File: src/rtl/cgufdbank.sv
// rtl/cgufdbank.sv - fractional clock-enable divider bank with aligned reload and per-channel gating
// Optional: define CGUFDBANK_CNT_EN to add per-channel pulse counters on pulse_cnt.
module cgufdbank #(
    parameter int           NCH    = 6,
    parameter int           FDW    = 8,
    parameter logic [127:0] PARENT = {16{8'd0}},
    parameter logic [127:0] FD_RST = {16{8'hFF}}
) (
    input  logic               clk,
    input  logic               reset,
    input  logic               clkinen,
    input  logic [NCH*FDW-1:0] fd_in,
    input  logic               fd_load,
    output logic               fd_busy,
    input  logic [NCH-1:0]     gate_req,
    output logic [NCH-1:0]     gate_ack,
    output logic [NCH-1:0]     clken,
    output logic [NCH-1:0]     clken_atparent
`ifdef CGUFDBANK_CNT_EN
    ,
    output logic [NCH*16-1:0]  pulse_cnt
`endif
);

    logic [FDW-1:0]     acc    [NCH];
    logic [FDW-1:0]     fd_act [NCH];
    logic [FDW:0]       sum    [NCH];
    logic [NCH*FDW-1:0] shadow;
    logic [NCH-1:0]     gated;
    logic [NCH-1:0]     pen;
    logic [NCH-1:0]     adv;
    logic               apply;

    // Channels are evaluated in index order so a child sees its parent's
    // enable of the same cycle; parents always have a lower index.
    always_comb begin : chain
        logic [NCH-1:0] pen_v;
        logic [NCH-1:0] ce_v;
        pen_v = '0;
        ce_v  = '0;
        for (int i = 0; i < NCH; i++) begin
            sum[i] = {1'b0, acc[i]} + {1'b0, fd_act[i]} + (FDW+1)'(1);
            if (PARENT[i*8 +: 8] == 8'(i)) begin
                pen_v[i] = clkinen;
            end else begin
                for (int j = 0; j < i; j++) begin
                    if (PARENT[i*8 +: 8] == 8'(j)) begin
                        pen_v[i] = ce_v[j];
                    end
                end
            end
            ce_v[i] = pen_v[i] & ~gated[i] & ~reset & sum[i][FDW];
        end
        pen   = pen_v;
        adv   = pen_v & ~gated & {NCH{~reset}};
        clken = ce_v;
    end

    // Reload lands only on a root-channel pulse so every channel restarts in phase.
    assign apply    = fd_busy & clken[0];
    assign gate_ack = gated;

    always_ff @(posedge clk) begin
        if (reset) begin
            fd_busy        <= 1'b0;
            shadow         <= '0;
            gated          <= '0;
            clken_atparent <= '0;
            for (int i = 0; i < NCH; i++) begin
                acc[i]    <= '0;
                fd_act[i] <= FDW'(FD_RST[i*8 +: 8]);
            end
        end else begin
            gated   <= gate_req;
            fd_busy <= fd_load | (fd_busy & ~clken[0]);
            if (fd_load) begin
                shadow <= fd_in;
            end
            for (int i = 0; i < NCH; i++) begin
                if (pen[i]) begin
                    clken_atparent[i] <= clken[i];
                end
                if (apply) begin
                    acc[i]    <= '0;
                    fd_act[i] <= shadow[i*FDW +: FDW];
                end else if (adv[i]) begin
                    acc[i] <= sum[i][FDW-1:0];
                end
            end
        end
    end

`ifdef CGUFDBANK_CNT_EN
    logic [15:0] cnt [NCH];

    always_ff @(posedge clk) begin
        for (int i = 0; i < NCH; i++) begin
            if (reset || apply) begin
                cnt[i] <= '0;
            end else if (clken[i]) begin
                cnt[i] <= cnt[i] + 16'd1;
            end
        end
    end

    always_comb begin
        pulse_cnt = '0;
        for (int i = 0; i < NCH; i++) begin
            pulse_cnt[i*16 +: 16] = cnt[i];
        end
    end
`endif

endmodule
File: config.mk
export PLATFORM = sky130hd
export DESIGN_NAME = cgufdbank
export DESIGN_NICKNAME = d
export VERILOG_FILES = /design/src/rtl/cgufdbank.sv
export SDC_FILE = /design/constraint.sdc
export NUM_CORES = 1
export LEC_CHECK = 0
export ABC_AREA = 1
export ABC_CLOCK_PERIOD_IN_PS = 6600
export CAP_MARGIN = 20
export CORE_MARGIN = 4
export CORE_UTILIZATION = 45
export CTS_CLUSTER_DIAMETER = 40
export DETAILED_ROUTE_END_ITERATION = 8
export HOLD_SLACK_MARGIN = 0.15
export PLACE_DENSITY = 0.65
export SKIP_CTS_REPAIR_TIMING = 1
export SYNTH_ARGS = -nofsm -noshare
export SYNTH_HDL_FRONTEND = slang
export SYNTH_SLANG_ARGS = --single-unit
File: constraint.sdc
create_clock -name clk -period 6.6 [get_ports clk]
set_input_delay 1.65 -clock clk [delete_from_list [all_inputs] [get_ports clk]]
set_output_delay 1.65 -clock clk [all_outputs]
set_load 0.005 [all_outputs]
==> results.md <==
- Buffer cell driving the clock tree root: sky130_fd_sc_hd__clkbuf_16
- Count of antenna-violating nets left after detailed routing: 0
- Fraction of synthesis flops using an asynchronous set or reset pin: 0%
- Flop and latch count out of synthesis: 157
- Number of rows created at floorplan: 47
- Largest net degree at the start of global routing: 58
- Max VDD drop: 0.000188 V
- Clock Sink Count: 157
- HPWL after DPL: 10,100 um
- Distinct cells, synth: 29
- Fraction of layout instances using a drive strength above 1: 7.61%
- Startpoint of the most critical setup path: reset
- Die width: 138 um
- Starting Density: 46.0%
- Die Span Y: 138 um
- Met2 Routed Length: 7070 um
- Number of buffers inserted by port buffering: 76
- Final Cycle Share: 81.0%
- Largest cells by area after synthesis: sky130_fd_sc_hd__edfxtp_1 (38%), sky130_fd_sc_hd__dfxtp_1 (16%), sky130_fd_sc_hd__ha_1 (7.9%)
- Average cell area after synthesis: 9.25 sq um
- Post-detailed-placement cell area: 8610 sq um
- Global-route total usage across every layer: 15.8%
- Mapped Area: 7630 sq um
- Final min period: 5.34 ns
- Cell class contributing the biggest share of worst-path delay: buffers and inverters
- Number of fillers in the final layout: 1,499
- Total vias in the final route: 5,401
- Pin slew with the least headroom to its limit: 0.980 ns
- Power share of the combinational group: 14.6%
- Clk Latency, worst-skew pair: 0.42 ns
- Result of the run: finished clean
- Startpoint types: input port
- Floorplan die area: 19,100 sq um
- Hold Crit Class: register to register
- Buffering stage count on the worst path with inverters included: 5
- Nets: 1,019
- Wire length per cell after detailed routing: 13.1 um
- Ordered cell list for the critical path: clkdlybuf4s50_1 > buf_4 > nor2_2 > nand2_1 > inv_2 > nand2_2 > nor2_1 > nand2_1 > inv_1 > clkdlybuf4s50_1
- Uppermost layer routed: met4
- Violation count after the first detailed-route iteration: 321
- Post-route cell area: 9180 sq um
- Global-route wire length before repair: 24,500 um
- CP max FO: 17
- RD Place Congestion: 0.806
- Crit-path max cell delay: 0.50 ns
- Routed length on met3: 449 um
- Signed area change from the synthesized netlist to the final layout: 20.3%
- Yosys warnings: 0
- Clock tree skew after final layout: 0.00762 ns
- Pins over their slew limit: 0
- Dominant cell type by area after synthesis: sky130_fd_sc_hd__edfxtp_1
- Startpoint of the worst hold path: shadow[39]
- Share of synthesized area occupied by flip-flops and latches: 53.8%
- Routed metal-1 wire length: 7090 um
- Ratio of total power to cell area: 261 nW/um^2
- Count of endpoints failing hold in the final timing report: 0
- Via density per instance: 4.74
- Max cap viols: 0
- Sw Ratio: 25.1%
- Clock tree from TritonCTS: done
- Number of design rule violations left after detail routing: 0
- Number of flops mapped to enable cells by yosys: 96
- Type of destination of the critical path: output port
- Number of antenna violations at the first check in global routing: 0
- Total wire length: 14,900 um
- Setup Viol. Count Final: 0
- Core footprint: 16,600 sq um
- First drt pass iteration count: 5
- Commonest cells in the synthesized netlist: sky130_fd_sc_hd__nor2_1 (135), sky130_fd_sc_hd__nand2_1 (115), sky130_fd_sc_hd__inv_1 (104)
- Setup tns final: 0 ns
- Most frequently used cell type in the post-synthesis netlist: sky130_fd_sc_hd__nor2_1
- Total internal power: 1.80 mW
- Sequential group share of total power: 46.9%
- Antenna diode instance count: 0
- Most frequently used flop master after synthesis: sky130_fd_sc_hd__edfxtp_1
- Leakage power of the design: 3.87 nW
- Share of the synthesized area in the top cell type: 37.8%
- Startpoint of the worst-slack reg-to-reg timing path: fd_act[0][0]
- WS Path Type: input port to output port
- Max stage delay cell, worst path: sky130_fd_sc_hd__clkdlybuf4s50_1
- Clock transition at the registers of the reported paths: 0.06 ns
- Number of buffers on the longest clock path: 2
- Maximum achievable frequency: 0.187 GHz
- Post-Syn Nets: 937
- Max-slew headroom at the worst pin: 34.7%
- Overflow left after global routing: 0
- Net switching power: 0.601 mW
- Via count of the first global-routing pass: 5,078
- Critical path arrival: 3.69 ns
- Io pins: 77
- Clock network fraction of total power: 38.5%
- Setup repair after global routing missed its margin: no
- Gate count after technology mapping: 825
- CTS H-tree depth: 4
- Cts bufs inserted: 17
- Required time at the endpoint of the critical path: 4.95 ns
[state kept, by name, indices dropped and copies added, names as in the netlist]
signal,count
shadow,48
fd_busy,1
fd_act,48
clken_atparent,6
gate_ack,6
acc,48
[routing by layer]
metal,track usage [%],up-vias
li1,-,2861
met1,20.7,2448
met2,25.8,71
met3,3.25,21
met5,0,-
met4,6.14,0
[cell type report]
class	instances	area (sq um)	share of cell area [%]
sequential	157	4100	44.7
multi-input combinational	540	3010	32.8
timing repair buffer	85	823	8.97
clock buffer	20	468	5.10
inverter	106	398	4.34
tap	220	275	3.00
clock inverter	12	95.1	1.04
[per-stage QoR]
| stage | total power [mW] | setup WS (ns) | std cells | hold slack [ns] | utilization [%] |
|---|---|---|---|---|---|
| finish | 2.40 | 1.26 | 1140 | 0.459 | 55.3 |
| global route | 2.52 | 1.07 | 1140 | 0.476 | 55.3 |
| CTS | 2.42 | 1.23 | 1139 | 0.458 | 55.3 |
| detailed placement | 1.50 | 1.24 | 1107 | 0.450 | 51.9 |
| global placement | 1.49 | 1.29 | 1106 | 0.448 | 51.9 |
| floorplan | 1.38 | 2.46 | 825 | 0.434 | - |
[tightest hold or removal path, cell delays in order (launching register included)]
cell                      delay (ns)
sky130_fd_sc_hd__dfxtp_1        0.30
sky130_fd_sc_hd__inv_1          0.06
sky130_fd_sc_hd__a21oi_1        0.06
[worst paths after layout]
kind | depth (start not counted) | slack, ns | end
max | 10 | 1.26 | clken[2]
min | 2 | 0.46 | shadow[39]
max reg2reg | 14 | 3.63 | acc[2][4]
min reg2reg | 2 | 0.46 | shadow[39]
[cell families after synthesis]
kind of cell	share of synthesized area, %
flip-flops	53.8
AO/OA/AOI/OAI	8.96
XOR/XNOR	1.49
adder cells (fa/ha/maj)	9.45
buffers and inverters	6.72
AND/OR/NAND/NOR	19.6
[power groups by stage]
| stage | logic (mW) | registers (mW) | clock network [mW] |
|---|---|---|---|
| 3_5_place_dp | 0.351 | 1.14 | 0 |
| 6_report | 0.351 | 1.12 | 0.924 |
| 5_1_grt | 0.403 | 1.13 | 0.986 |
| 3_3_place_gp | 0.347 | 1.14 | 0 |
| 4_1_cts | 0.354 | 1.12 | 0.944 |
| 2_1_floorplan | 0.244 | 1.14 | 0 |
[placed cells by master (no fill, tap or decap), types with 2 or more instances in the layout]
cell and instances:
sky130_fd_sc_hd__clkinv_2 7, sky130_fd_sc_hd__inv_1 103, sky130_fd_sc_hd__nor2_2 2, sky130_fd_sc_hd__nand2_1 114
sky130_fd_sc_hd__nand3_1 29, sky130_fd_sc_hd__a21oi_1 58, sky130_fd_sc_hd__clkdlybuf4s50_1 76, sky130_fd_sc_hd__or2_2 16
sky130_fd_sc_hd__clkbuf_16 18, sky130_fd_sc_hd__buf_2 2, sky130_fd_sc_hd__dfxtp_1 61, sky130_fd_sc_hd__clkinvlp_4 4
sky130_fd_sc_hd__nor2_1 135, sky130_fd_sc_hd__nand2_2 8, sky130_fd_sc_hd__nand4_1 3, sky130_fd_sc_hd__o21ai_0 56
sky130_fd_sc_hd__xnor2_1 2, sky130_fd_sc_hd__buf_4 7, sky130_fd_sc_hd__a21o_1 8, sky130_fd_sc_hd__xor2_1 11
sky130_fd_sc_hd__nand3_2 2, sky130_fd_sc_hd__or2_1 30, sky130_fd_sc_hd__nor3_1 4, sky130_fd_sc_hd__o21bai_1 6
sky130_fd_sc_hd__edfxtp_1 96, sky130_fd_sc_hd__inv_2 2, sky130_fd_sc_hd__ha_1 48, sky130_fd_sc_hd__fa_1 6
(Power assumes the default switching activity.)
